File: config.mk
export PLATFORM = sky130hd
export DESIGN_NAME = tt_um_uart_tx
export DESIGN_NICKNAME = d
export VERILOG_FILES = /design/src/rtl/tt_uart_pkg.sv /design/src/rtl/uart_tx_core.sv /design/src/rtl/tt_um_uart_tx.sv
export SDC_FILE = /design/constraint.sdc
export NUM_CORES = 1
export LEC_CHECK = 0
export ABC_AREA = 1
export CAP_MARGIN = 15
export CORE_ASPECT_RATIO = 1.25
export CORE_MARGIN = 2
export CORE_UTILIZATION = 60
export CTS_CLUSTER_DIAMETER = 80
export DETAILED_ROUTE_END_ITERATION = 6
export DONT_BUFFER_PORTS = 1
export PLACE_DENSITY = 0.84
export RECOVER_POWER = 50
export SYNTH_ARGS = -nofsm -noshare
export SYNTH_HDL_FRONTEND = slang
export SYNTH_HIERARCHICAL = 1
export SYNTH_SLANG_ARGS = --single-unit
File: constraint.sdc
create_clock -name clk -period 2.2 [get_ports clk]
set_clock_uncertainty 0.1 [all_clocks]
set_input_delay 0.11 -clock clk [delete_from_list [all_inputs] [get_ports clk]]
set_output_delay 0.11 -clock clk [all_outputs]
set_load 0.01 [all_outputs]
File: src/rtl/tt_uart_pkg.sv
// Shared types and pin map for the Tiny Tapeout UART transmitter.
// Frame FSM states, uio bit positions and the uio output-enable mask.
package tt_uart_pkg;

  typedef enum logic [2:0] {
    IDLE,
    START,
    DATA,
    PARITY,
    STOP
  } state_t;

  localparam int TX   = 0;
  localparam int BUSY = 1;
  localparam int DONE = 2;
  localparam int OVR  = 3;
  localparam int SEND = 4;
  localparam int PAR  = 5;

  localparam logic [7:0] UIO_OE = 8'h0F;

endpackage

File: src/rtl/uart_tx_core.sv
// UART frame engine: baud counter, shift register, parity and frame FSM.
// Accepts start only in IDLE; tx, busy and done are all registered.
module uart_tx_core #(
  parameter int CLKS_PER_BIT = 434
) (
  input  logic       clk,
  input  logic       rst_n,
  input  logic       start,
  input  logic [7:0] data,
  input  logic       par_en,
  output logic       tx,
  output logic       busy,
  output logic       done
);
  import tt_uart_pkg::*;

  localparam int CW = (CLKS_PER_BIT > 1) ? $clog2(CLKS_PER_BIT) : 1;
  localparam logic [CW-1:0] LAST = CW'(CLKS_PER_BIT - 1);

  state_t          state;
  logic [CW-1:0]   cnt;
  logic [2:0]      idx;
  logic [7:0]      sh;
  logic            par_q;
  logic            par_bit;
  logic            tick;

  assign tick = (cnt == LAST);

  always_ff @(posedge clk) begin
    if (!rst_n) begin
      state   <= IDLE;
      cnt     <= '0;
      idx     <= '0;
      sh      <= '0;
      par_q   <= 1'b0;
      par_bit <= 1'b0;
      tx      <= 1'b1;
      busy    <= 1'b0;
      done    <= 1'b0;
    end else begin
      done <= 1'b0;
      if (state != IDLE) begin
        cnt <= tick ? '0 : cnt + 1'b1;
      end
      unique case (state)
        IDLE: begin
          if (start) begin
            sh      <= data;
            par_q   <= par_en;
            par_bit <= ^data;
            cnt     <= '0;
            tx      <= 1'b0;
            busy    <= 1'b1;
            state   <= START;
          end
        end
        START: begin
          if (tick) begin
            state <= DATA;
            idx   <= '0;
            tx    <= sh[0];
          end
        end
        DATA: begin
          if (tick) begin
            if (idx == 3'd7) begin
              state <= par_q ? PARITY : STOP;
              tx    <= par_q ? par_bit : 1'b1;
            end else begin
              idx <= idx + 3'd1;
              sh  <= {1'b0, sh[7:1]};
              tx  <= sh[1];
            end
          end
        end
        PARITY: begin
          if (tick) begin
            state <= STOP;
            tx    <= 1'b1;
          end
        end
        STOP: begin
          if (tick) begin
            state <= IDLE;
            tx    <= 1'b1;
            busy  <= 1'b0;
            done  <= 1'b1;
          end
        end
        default: state <= IDLE;
      endcase
    end
  end

endmodule

File: src/rtl/tt_um_uart_tx.sv
// Tiny Tapeout top: send synchroniser, edge detect, overrun, frame count.
// uo_out already includes the frame finishing this cycle (done pulse).
module tt_um_uart_tx #(
  parameter int CLKS_PER_BIT = 434
) (
  input  logic [7:0] ui_in,
  output logic [7:0] uo_out,
  input  logic [7:0] uio_in,
  output logic [7:0] uio_out,
  output logic [7:0] uio_oe,
  input  logic       ena,
  input  logic       clk,
  input  logic       rst_n
);
  import tt_uart_pkg::*;

  logic       s1, s2, s3;
  logic       send_edge;
  logic       ovr;
  logic [7:0] cnt;
  logic       tx, busy, done;
  logic       unused_ok;

  assign send_edge = s2 & ~s3;
  assign unused_ok = &{1'b0, ena, uio_in[7:6], uio_in[3:0]};

  always_ff @(posedge clk) begin
    if (!rst_n) begin
      s1  <= 1'b0;
      s2  <= 1'b0;
      s3  <= 1'b0;
      ovr <= 1'b0;
      cnt <= '0;
    end else begin
      s1  <= uio_in[SEND];
      s2  <= s1;
      s3  <= s2;
      if (send_edge && busy) ovr <= 1'b1;
      cnt <= cnt + {7'd0, done};
    end
  end

  uart_tx_core #(
    .CLKS_PER_BIT(CLKS_PER_BIT)
  ) u_core (
    .clk    (clk),
    .rst_n  (rst_n),
    .start  (send_edge & ~busy),
    .data   (ui_in),
    .par_en (uio_in[PAR]),
    .tx     (tx),
    .busy   (busy),
    .done   (done)
  );

  assign uo_out = cnt + {7'd0, done};
  assign uio_oe = UIO_OE;

  always_comb begin
    uio_out       = '0;
    uio_out[TX]   = tx;
    uio_out[BUSY] = busy;
    uio_out[DONE] = done;
    uio_out[OVR]  = ovr;
  end

endmodule

; Word-level counts from Yosys, hierarchy flattened
; Cells that the tools add are included.
[word_totals]
register_bits = 40
input_bits = 19
elab_cells = 81
[classes]
addsub = 3
eq_ne = 14
muxes = 30
bitwise_logic = 4
reduce_logical = 16
[op_table]
columns = cell, count
row1 = 9-bit 2-to-1 mux, 4
row2 = 3-bit 2-to-1 mux, 9
row3 = 8-bit 2-to-1 mux, 3
row4 = 8-bit one-hot mux with 2 select lines, 1
row5 = 3-bit one-hot mux with 5 select lines, 1
row6 = 2-bit by 1-bit inequality test with 1-bit output (second input constant), 7
row7 = 9-bit by 1-bit adder with 9-bit output (second input constant), 1
row8 = 9-bit equality test (second input constant), 1
row9 = 1-bit 2-to-1 mux, 9
row10 = 8-bit by 1-bit adder with 8-bit output, 1
row11 = 4-bit AND reduction, 2
row12 = 8-bit parity, 1
row13 = 3-bit by 2-bit equality test with 1-bit output (second input constant), 2
row14 = 3-bit equality test (second input constant), 2
row15 = 3-bit one-hot mux with 2 select lines, 1
row16 = 6-bit AND reduction, 1
row17 = 2-bit nonzero test, 3
row18 = 5-bit AND reduction, 1
row19 = 1-bit one-hot mux with 4 select lines, 1
row20 = 2-bit AND reduction, 2
row21 = 4-bit nonzero test, 1
row22 = 3-bit by 1-bit adder with 3-bit output (second input constant), 1
row23 = 3-bit by 1-bit equality test with 1-bit output (second input constant), 1
row24 = 3-bit logical NOT, 1
row25 = 8 further kinds, 10

; Depth between registers and ports, before layout
; Gate-level depths: netlist (run 1).
[logic_depth]
word_depth = 5
depth_mapped = 10
depth_no_buf = 10

; Modules after synthesis
; The synthesis (run 1) kept the hierarchy.
[by_module_without_submodules]
columns = module, n_inst, cells_per_inst, area_each_um2, seq_area_each_um2
row1 = uart_tx_core, 1, 236, 1665.3, 560.5
row2 = tt_um_uart_tx, 1, 88, 655.6, 240.2

; Worst setup path before layout (run 1)
; OpenSTA, ideal clock, no wires.
[synth_path]
path_type = register -> register
startpoint = reg u_core.idx[0]
endpoint = reg u_core.sh[0]
setup_time_ns = 0.132
t_arrival_ns = 1.294
required_ns = 1.968
setup_slack_ns = 0.673
path_stages_with_launch = 9
synth_period_minus_slack_ns = 1.527
path_cell_list = dfxtp_1 ha_1 ha_1 inv_1 nor2_4 a21oi_4 nand2_4 nand2_1 a21oi_1
[synth_between]
elab_chain_cells = 3
[synth_rtl]
columns = item, line_no
row1 = "start, declared", uart_tx_core.sv:22  ; logic [2:0] idx;
row2 = "start signal, assigned", uart_tx_core.sv:71  ; idx <= idx + 3'd1;
row3 = 3-bit equality test, uart_tx_core.sv:67  ; if (idx == 3'd7) begin
row4 = 2-bit inequality test (no source line), -
row5 = 4-bit AND reduction (no source line), -
row6 = "end signal, assigned", uart_tx_core.sv:49  ; sh <= data;
row7 = "end signal, assigned", uart_tx_core.sv:72  ; sh <= {1'b0, sh[7:1]};
row8 = "end, declared", uart_tx_core.sv:23  ; logic [7:0] sh;
; No other way between the ends.
; A chain may end at the register's enable or synchronous reset.

; Worst setup path in the final report (run 1)
[layout_path]
startpoint = reg u_core.state[0]
endpoint = reg u_core.tx
[layout_between]
elab_chain_cells = 4
word_cells_on_any_way = 13
[layout_rtl]
columns = item, line_no
row1 = "start, declared", uart_tx_core.sv:20  ; state_t state;
row2 = "start signal, assigned", uart_tx_core.sv:68  ; state <= par_q ? PARITY : STOP;
row3 = 3-bit by 2-bit equality test with 1-bit output or 3-bit equality test (tied branches), uart_tx_core.sv:46  ; unique case (state)
row4 = 2-bit OR reduction (no source line), -
row5 = 2-bit by 1-bit inequality test with 1-bit output (no source line) or 4-bit nonzero test (tied branches), -
row6 = 5-bit AND reduction (no source line), -
row7 = "end signal, assigned", uart_tx_core.sv:62  ; tx <= sh[0];
row8 = "end signal, assigned", uart_tx_core.sv:69  ; tx <= par_q ? par_bit : 1'b1;
row9 = "end signal, assigned", uart_tx_core.sv:73  ; tx <= sh[1];
row10 = "end, declared", uart_tx_core.sv:11  ; output logic tx,
; Parallel ways exist; a longest one is shown, timed or not.

==> results of run 1 <==
Yosys cell counts, types with 3 or more instances:
| master | count |
|---|---|
| nand2_2 | 5 |
| xor2_1 | 3 |
| nand2_1 | 81 |
| a21oi_1 | 22 |
| inv_2 | 4 |
| nand3_2 | 3 |
| nor2_2 | 5 |
| xnor2_1 | 5 |
| nand2_4 | 3 |
| nor2_1 | 30 |
| ha_1 | 6 |
| o21ai_0 | 9 |
| dfxtp_1 | 40 |
| nand4_1 | 4 |
| inv_1 | 32 |
| nand3_1 | 24 |
| buf_4 | 16 |
cell families after synthesis:
family	count (synthesis)	share of synthesized area, %
adders and majority gates	6	3.23
buffers and inverters	58	12.5
xor gates and xnor gates	9	3.72
and+or+nand+nor	168	35.3
other	2	0.324
AOI/OAI and AO/OA	41	10.5
DFF	40	34.5
registers in the layout, indices dropped and copies added (netlist names):
register	cells
u_core/par_q	1
cnt	8
u_core/state	3
ovr	1
u_core/par_bit	1
u_core/tx	1
s3	1
s2	1
u_core/busy	1
u_core/sh	8
s1	1
u_core/idx	3
u_core/done	1
u_core/cnt	9
critical path, delay by kind of cell, from the launching register on:
kind / cells / cell delay, ps
flip-flops: 1 / 380
AND/OR/NAND/NOR: 7 / 1170
buffers and inverters: 1 / 100
worst min path at each step:
stage | slack (ps) | to
6_report | 150 | u_core/par_bit
3_5_place_dp | 100 | u_core/tx
4_1_cts | 130 | u_core/par_bit
2_1_floorplan | 100 | cnt[0]
3_3_place_gp | 100 | u_core/tx
5_1_grt | 210 | u_core/cnt[1]
layout make-up:
cell class                 count  area share (%)
clock buffer                   5            2.80
clock inverter                 3            1.89
inverter                      38            5.92
multi-input combinational    236            50.2
sequential                    40            32.6
tap                           40            2.04
timing repair buffer          11            4.49
what timing repair did:
action,CTS,global route
hold buffers,11,0
resized for setup,0,0
hold endpoints to repair,28,0
where the power goes:
group	internal (W)	switching [W]	total, W
clock network	0.000341	0.000273	0.000615
registers	0.000836	0.0000934	0.000929
logic	0.000285	0.000569	0.000855
total	0.00146	0.000936	0.00240
metal layers:
layer  track usage (%)  vias up  wire length [um]
met5                 0        -                 0
met4              10.4        0               103
met3              6.69       11               189
met2              40.2       40              2300
met1              20.8      903              1720
li1                  -     1014                 -
per-stage QoR:
| step | utilization, % | power (W) | std cells |
|---|---|---|---|
| 5_1_grt | 65.4 | 0.00256 | 373 |
| 2_1_floorplan | - | 0.00168 | 334 |
| 3_5_place_dp | 60.3 | 0.00180 | 354 |
| 3_3_place_gp | 60.3 | 0.00178 | 354 |
| 6_report | 65.4 | 0.00240 | 373 |
| 4_1_cts | 66.3 | 0.00244 | 373 |
==> summary.txt, run 1 <==
Synth
  – Synth area leader: dfxtp_1
  – Post-synth EDFFs: 0
  – Library cells used by synthesis: 42
  – Synth warn: 6
  – Mean Syn Cell Area: 7.16 sq um
  – Top_reg_cell synth: dfxtp_1
  – Mapped Area: 2320 sq um
  – Register bit total from synthesis: 40
  – Synth area leaders: dfxtp_1 (35%), nand2_1 (13%), nand3_1 (5.2%), buf_4 (5.2%), inv_1 (5.2%)
  – Sequential share of the synthesized area: 34.5%
  – Top-area cell type share of the netlist area: between 30 and 40%
  – Asr flop ratio synth: 0%
  – Post-Synthesis Cells: 324

Critical path
  – FF-to-FF setup slack: 310 ps
  – Reg2reg start: u_core/state[0]
  – R2R depth: 8
  – Crit path top cell by count: nor2_1
  – Startpoint types: register
  – Crit-path max cell delay: about 430 ps
  – Worst R2R End: u_core/tx
  – Origin of the worst setup path: u_core/state[0]
  – Critical path required time: ~2300 ps
  – Worst EP arrival: 1960 ps
  – Critical Path Sink: u_core/tx
  – Slowest CP cell: nor2_1
  – Crit Path Max Fanout: 10
  – CP Class: register to register
  – Critical Path Sink Type: register
  – Cells along the critical path: nor2_1, nand2_8, nor2_4, inv_2, nand3_2, nor2_1, nand2_1, nand3_1

Global routing
  – Antenna violations before repair: 0
  – Vias in the first global route: 1777
  – Global-route wire length before repair: 7090 um
  – Largest net degree at the start of global routing: 21
  – Overflow after GRT: 0
  – GRT Util Overall: 21.5%

Clock network
  – CTS root buffer: clkbuf_8
  – CTS tree: done
  – Clk_lat worst skew: 300 ps
  – CTS H-Tree Depth: 2
  – Clk sink count: 40
  – Setup bufs post-CTS: 0
  – CTS Buf Count: 5
  – CTS clk-pin slew, worst paths: 80 ps
  – Max Buffers Root-to-Sink: 2

Finish
  – Commonest non-fill, non-tap cell in the layout: nand2_1
  – Register area: 801 sq um
  – P&R area growth vs syn: 5.71%
  – Layout Nets: 357
  – # fillers: 332
  – Multi-input gate area: 1230 sq um
  – Commonest cells after routing, fill and taps aside: nand2_1 (82), dfxtp_1 (40), inv_1 (32)
  – Layout cells sized above 1: 10.2%
  – ANT cells: 0
  – Final instance area: ~2500 sq um

Placed design
  – Placed instance area: about 2300 sq um
  – Port bufs: 0
  – Worst Setup Slack post-DPL: 431 ps
  – Gp weighted congestion: between 0.9 and 1
  – Dpl hpwl: 3050 um

Floorplanning
  – Num rows: 25
  – Core area: 3750 sq um
  – DIE WIDTH: 59.6 um
  – Starting Density: about 62%
  – Chip height: roughly 74 um
  – I/O pins: 43
  – Die area: about 4400 sq um

Power
  – Leakage: 1.10 nW
  – Pwr Density: approximately 1000 nW/um^2
  – Peak VDD IR: 0.000730 V

Routing
  – Drt pass-1 iters: 4
  – DRC: 0
  – Avg WL per Cell: 11.6 um
  – DRT antenna net count: 0
  – Vias per inst: 5.28
  – Vias: 1968
  – WL final: ~4300 um
  – Initial drt markers: 40

Timing
  – Setup ws final: 309 ps
  – Fmax: 529 MHz
  – Endpoints failing hold: 0
  – RSZ-0062 raised after global routing: false
  – Least-Margin Pin Slew: 649 ps
  – Worst hold margin: 153 ps
  – Rel. slew slack: 56.7%
  – Min Tclk post-route: 1890 ps
  – Tcrit/Tclk final: roughly 86%
  – Final setup vio count: 0
  – Setup TNS: 0 ps
  – Max-slew violation count: 0

Min path
  – Worst Min Path Start: ui_in[0]
  – Hold path depth: 6
  – HP Class: input port to register

Outcome
  – Status: completed

Run
  – Max_cap viols: 0
(Power assumes the default switching activity.)
==> run 2, diff against run 1 <==
==> constraint.sdc (replaced) <==
create_clock -name clk -period 1.9 [get_ports clk]
set_clock_uncertainty 0.1 [all_clocks]
set_input_delay 0.095 -clock clk [delete_from_list [all_inputs] [get_ports clk]]
set_output_delay 0.095 -clock clk [all_outputs]
set_load 0.01 [all_outputs]
==> run 2 against run 1 <==
Core utilization grew 0.70 points. Non-clock buffer count grew 3. Register-to-register slack lost 160 ps. Power grew 18%. Fmax grew 7.8%. Critical path depth shrank 3. Critical path type unchanged. Critical endpoint is now u_core/idx[0]. Highest routed layer unchanged.
==> summary.txt, run 2 (synthesis results as in run 1) <==
Outcome
  – Status: completed

Timing
  – Min Tclk post-route: 1750 ps
  – Final setup vio count: 0
  – Tcrit/Tclk final: 92.3%
  – Least-Margin Pin Slew: 660 ps
  – Max-slew violation count: 0
  – Rel. slew slack: 55.7%
  – Setup ws final: 146 ps
  – Endpoints failing hold: 0
  – Setup TNS: 0 ps
  – Fmax: 570 MHz
  – RSZ-0062 raised after global routing: false

Critical path
  – Crit path max-delay family: simple AND/OR/NAND/NOR gates
  – Critical Path Sink Type: register
  – Worst EP arrival: 1890 ps
  – Critical path required time: 2040 ps
  – FF-to-FF setup slack: 150 ps
  – R2R depth: 5
  – Reg2reg start: u_core/state[0]
  – Cells along the critical path: nor3_2, nand2_4, nor2_1, o21ai_1, a31oi_1
  – Worst R2R End: u_core/idx[0]
  – CP bufs+invs: 0
  – Crit Path Max Fanout: 7
  – Slowest CP cell: nor3_2
  – CP Class: register to register
  – Startpoint types: register
  – Crit-path max cell delay: 600 ps

Floorplanning
  – DIE WIDTH: 59.6 um
  – Core area: 3750 sq um
  – Starting Density: 61.8%
  – I/O pins: 43
  – Num rows: 25
  – Chip height: around 74 um
  – Die area: around 4400 sq um

Run
  – Max_cap viols: 0

Routing
  – WL final: roughly 4400 um
  – DRC: 0
  – Drt pass-1 iters: 4
  – Avg WL per Cell: 11.7 um
  – DRT antenna net count: 0
  – Vias per inst: 5.26
  – Vias: roughly 2000
  – Initial drt markers: 61

Clock network
  – CTS tree: done
  – CTS Buf Count: 5
  – CTS H-Tree Depth: 2
  – Setup bufs post-CTS: 0
  – CTS root buffer: clkbuf_8
  – Max Buffers Root-to-Sink: 2
  – Clk_lat worst skew: 300 ps
  – CTS clk-pin slew, worst paths: 80 ps
  – Clk sink count: 40

Global routing
  – Overflow after GRT: 0
  – Antenna violations before repair: 0
  – GRT Util Overall: between 20% and 30%
  – Largest net degree at the start of global routing: 21
  – Global-route wire length before repair: 7130 um
  – Vias in the first global route: 1802

Min path
  – HP Class: input port to register
  – Hold path depth: 6
  – Worst Hold Endpoint: u_core/par_bit
  – Worst Min Path Start: ui_in[0]

Power
  – Internal: 0.00172 W
  – Peak VDD IR: 0.000687 V
  – Clock power frac: 25.4%
  – Pwr Density: 1140 nW/um^2
  – Combinational fraction of design power: 36.9%
  – Psw: 0.00111 W
  – Leakage: 1.12 nW
  – Sw Share: 39.3%
  – Part of the power in registers: 37.7%

Placed design
  – Gp weighted congestion: 0.916
  – Port bufs: 0
  – Dpl hpwl: 3110 um
  – Worst Setup Slack post-DPL: 182 ps

Finish
  – Layout Nets: 360
  – Largest regs: u_core/cnt (9), cnt (8), u_core/sh (8)
  – P&R area growth vs syn: 6.85%
  – Number of flip-flops in the largest register: 9
  – Biggest register: u_core/cnt
  – Commonest non-fill, non-tap cell in the layout: nand2_1
  – Commonest cells after routing, fill and taps aside: nand2_1 (81), dfxtp_1 (39), inv_1 (32)
  – Layout cells sized above 1: 11.6%
  – ANT cells: 0
[run 2: power groups by stage]
stage	logic (W)	registers (W)	clock network [W]
2_1_floorplan	0.000872	0.00107	0
3_3_place_gp	0.00100	0.00109	0
3_5_place_dp	0.00103	0.00109	0
4_1_cts	0.00106	0.00107	0.000731
5_1_grt	0.00118	0.00108	0.000760
6_report	0.00104	0.00107	0.000719
[run 2: final cells by class]
class	instances	area (sq um)
Inverter	38	145
Tap cell	40	50.0
Fill cell	329	1270
Sequential cell	40	802
Clock inverter	3	46.3
Clock buffer	5	68.8
Timing Repair Buffer	14	133
Multi-Input combinational cell	236	1230
[run 2: worst max-delay path by stage]
stage	from	to	slack (ps)	cells after the start
detailed placement	u_core/idx[0]	u_core/sh[0]	180	8
finish	u_core/state[0]	u_core/idx[0]	150	5
floorplan	u_core/idx[0]	u_core/sh[0]	370	8
CTS	u_core/done	uo_out[6]	80	6
global placement	u_core/idx[0]	u_core/sh[1]	210	8
global route	u_core/state[0]	u_core/idx[1]	30	5
[run 2: per-stage QoR]
step	cells	hold slack, ps	total power [W]	area [sq um]	utilization, %
after detailed placement	357	85.2	0.00212	2290	60.9
final	376	129	0.00283	2480	66.1
after global placement	357	88.3	0.00209	2290	60.9
after global routing	376	180	0.00302	2480	66.1
after floorplan	334	88.5	0.00194	2360	-
after CTS	376	135	0.00286	2510	66.9
[run 2: worst min-delay path, cell delays in order]
cell	delay (ps)
xnor2_1	70
xnor2_1	140
nand2_1	50
nand3_1	60
nand2_1	50
inv_1	30
[run 2: timing repair]
action,in CTS,in global routing
endpoints found under the hold margin,28,0
hold buffers,11,0
endpoints found under the setup margin,0,1
resized for setup,0,1
[run 2: metal layers]
| metal | wire, um | vias up | share of wire, % | global-route usage, % |
|---|---|---|---|---|
| met5 | 0 | - | 0 | 0 |
| met4 | 86 | 0 | 2.0 | 9.14 |
| met3 | 223 | 10 | 5.1 | 5.46 |
| met2 | 2260 | 45 | 52 | 39.9 |
| met1 | 1810 | 897 | 41 | 21.8 |
| li1 | - | 1024 | - | - |
==> run 3, diff against run 2 <==
--- a/config.mk
+++ b/config.mk
@@ -15,6 +15,7 @@
 export DONT_BUFFER_PORTS = 1
 export PLACE_DENSITY = 0.84
 export RECOVER_POWER = 50
+export SLEW_MARGIN = 25
 export SYNTH_ARGS = -nofsm -noshare
 export SYNTH_HDL_FRONTEND = slang
 export SYNTH_HIERARCHICAL = 1
==> constraint.sdc (replaced) <==
create_clock -name clk -period 1.9 [get_ports clk]
set_clock_uncertainty 0.1 [all_clocks]
set_input_delay 0.095 -clock clk [delete_from_list [all_inputs] [get_ports clk]]
set_output_delay 0.095 -clock clk [all_outputs]
set_load 0.1 [all_outputs]
==> run 3 against run 2 <==
Design area increased by 6.0%. Combinational power increased by 17%. First-iteration DRC count is 15% lower. Power grew 0.36%. Fmax shrank 3.3%. Clock power shrank 24%. Via count grew 1.0%. Core utilization grew 3.9 points. Critical path type is now register to output pin. Largest power group is now combinational logic. Highest routed layer unchanged.
==> summary.txt, run 3 (synthesis results as in run 1) <==
Outcome
  – Status: completed

Power
  – Tot Pwr: 0.00284 W
  – Leakage: between 1 and 1.5 nW
  – Peak VDD IR: 0.000562 V
  – Pwr Density: 1080 nW/um^2

Clock network
  – CTS tree: done
  – CTS Buf Count: 5
  – CTS H-Tree Depth: 2
  – CTS root buffer: clkbuf_8
  – Clk sink count: 40
  – Clk_lat worst skew: 290 ps
  – Max Buffers Root-to-Sink: 2
  – CTS clk-pin slew, worst paths: 80 ps
  – Setup bufs post-CTS: 0

Floorplanning
  – Num rows: 25
  – Core area: 3750 sq um
  – I/O pins: 43
  – Chip height: 73.5 um
  – DIE WIDTH: between 50 and 60 um
  – Die area: approximately 4400 sq um
  – Starting Density: 61.8%

Timing
  – Endpoints failing hold: 0
  – Setup ws final: 87.0 ps
  – Max-slew violation count: 0
  – Min Tclk post-route: ~1800 ps
  – Rel. slew slack: 56.6%
  – Fmax: 552 MHz
  – RSZ-0062 raised after global routing: false
  – Least-Margin Pin Slew: 650 ps
  – Setup TNS: 0 ps
  – Worst hold margin: approximately 47 ps
  – Tcrit/Tclk final: 95.4%
  – Final setup vio count: 0

Routing
  – DRC: 0
  – Met2 routed wirelength: 2420 um
  – Avg WL per Cell: 11.5 um
  – M1 wire length: approximately 1800 um
  – DRT antenna net count: 0
  – Initial drt markers: 52
  – Vias: 1996
  – Vias per inst: 5.16
  – WL final: 4460 um
  – Drt pass-1 iters: 4
  – Routed met3 length: 134 um
  – Top layer in use: met4

Finish
  – ANT cells: 0
  – Layout cells sized above 1: 16.4%
  – Largest regs: u_core/cnt (9), cnt (8), u_core/sh (8)
  – Layout Nets: 371
  – Commonest non-fill, non-tap cell in the layout: nand2_1
  – Number of flip-flops in the largest register: 9
  – Multi-input gate area: approximately 1300 sq um
  – Commonest cells after routing, fill and taps aside: nand2_1 (81), dfxtp_1 (38), inv_1 (32)
  – Register area: 803 sq um
  – # fillers: 292
  – Biggest register: u_core/cnt
  – Final instance area: between 2000 and 3000 sq um
  – P&R area growth vs syn: 13.2%

Placed design
  – Worst Setup Slack post-DPL: 173 ps
  – Gp weighted congestion: 0.828
  – Port bufs: 0
  – Placed instance area: 2480 sq um
  – Dpl hpwl: 3230 um

Critical path
  – Critical Path Sink Type: output pin
  – Worst EP arrival: between 1500 and 2000 ps
  – Critical path required time: 1700 ps
  – Startpoint types: register
  – Crit Path Max Fanout: 3
  – CP Class: register to output pin

Global routing
  – GRT Util Overall: 21.9%
  – Overflow after GRT: 0
  – Largest net degree at the start of global routing: 21
  – Antenna violations before repair: 0
  – Global-route wire length before repair: 7270 um
  – Vias in the first global route: roughly 1800

Run
  – Max_cap viols: 0

Min path
  – HP Class: input port to register
[run 3: cell types whose count changed in the layout (fill, tap and decap cells not counted), moves of 2 or more]
cell | previous run | this run
ha_1 | 6 | 4
ha_4 | 0 | 2
clkbuf_2 | 0 | 6
clkinv_2 | 0 | 2
nor2_2 | 4 | 6
nor2_1 | 31 | 29
buf_12 | 0 | 4
clkbuf_4 | 0 | 2
[run 3: area by class of cell]
type / count / area share (%)
clock buffer: 5 / 2.62
clock inverter: 3 / 0.714
inverter: 38 / 5.52
multi-input combinational: 237 / 49.5
sequential: 40 / 30.6
tap: 40 / 1.90
timing repair buffer: 24 / 9.14
[run 3: worst max-delay path, cell delays in order (launching register included)]
cell     delay [ps]
dfxtp_2         350
ha_4            160
ha_4            150
nand3_4         100
xnor2_1         340
buf_12          230
[run 3: routing by layer]
metal | global-route usage [%] | vias up
met5 | 0 | -
met4 | 9.88 | 0
met3 | 4.58 | 10
met2 | 42.4 | 38
met1 | 21.6 | 905
li1 | - | 1043
[run 3: per-stage QoR]
stage | utilization (%) | instances
final | 70.0 | 387
after detailed placement | 66.2 | 368
after floorplan | - | 334
after global routing | 70.0 | 387
after global placement | 66.2 | 368
after CTS | 71.8 | 386
[run 3: path summary, 6_finish.rpt]
path	depth (start not counted)	slack [ps]	startpoint	endpoint
setup reg to reg	8	190	u_core/idx[0]	u_core/sh[3]
setup / recovery	5	90	u_core/done	uo_out[4]
hold / removal	4	50	ui_in[6]	u_core/sh[6]
hold reg to reg	2	320	s1	s2
[run 3: what timing repair did]
item,4_1_cts,5_1_grt
cloned,0,1
resized for setup,4,3
hold buffers,10,0
pin swaps,0,1
endpoints found under the hold margin,27,0
setup endpoints to repair,2,3
[run 3: power breakdown]
| group | switching (W) | internal [W] | total, W |
|---|---|---|---|
| clock network | 0.000294 | 0.000256 | 0.000549 |
| registers | 0.000105 | 0.000968 | 0.00107 |
| logic | 0.000854 | 0.000366 | 0.00122 |
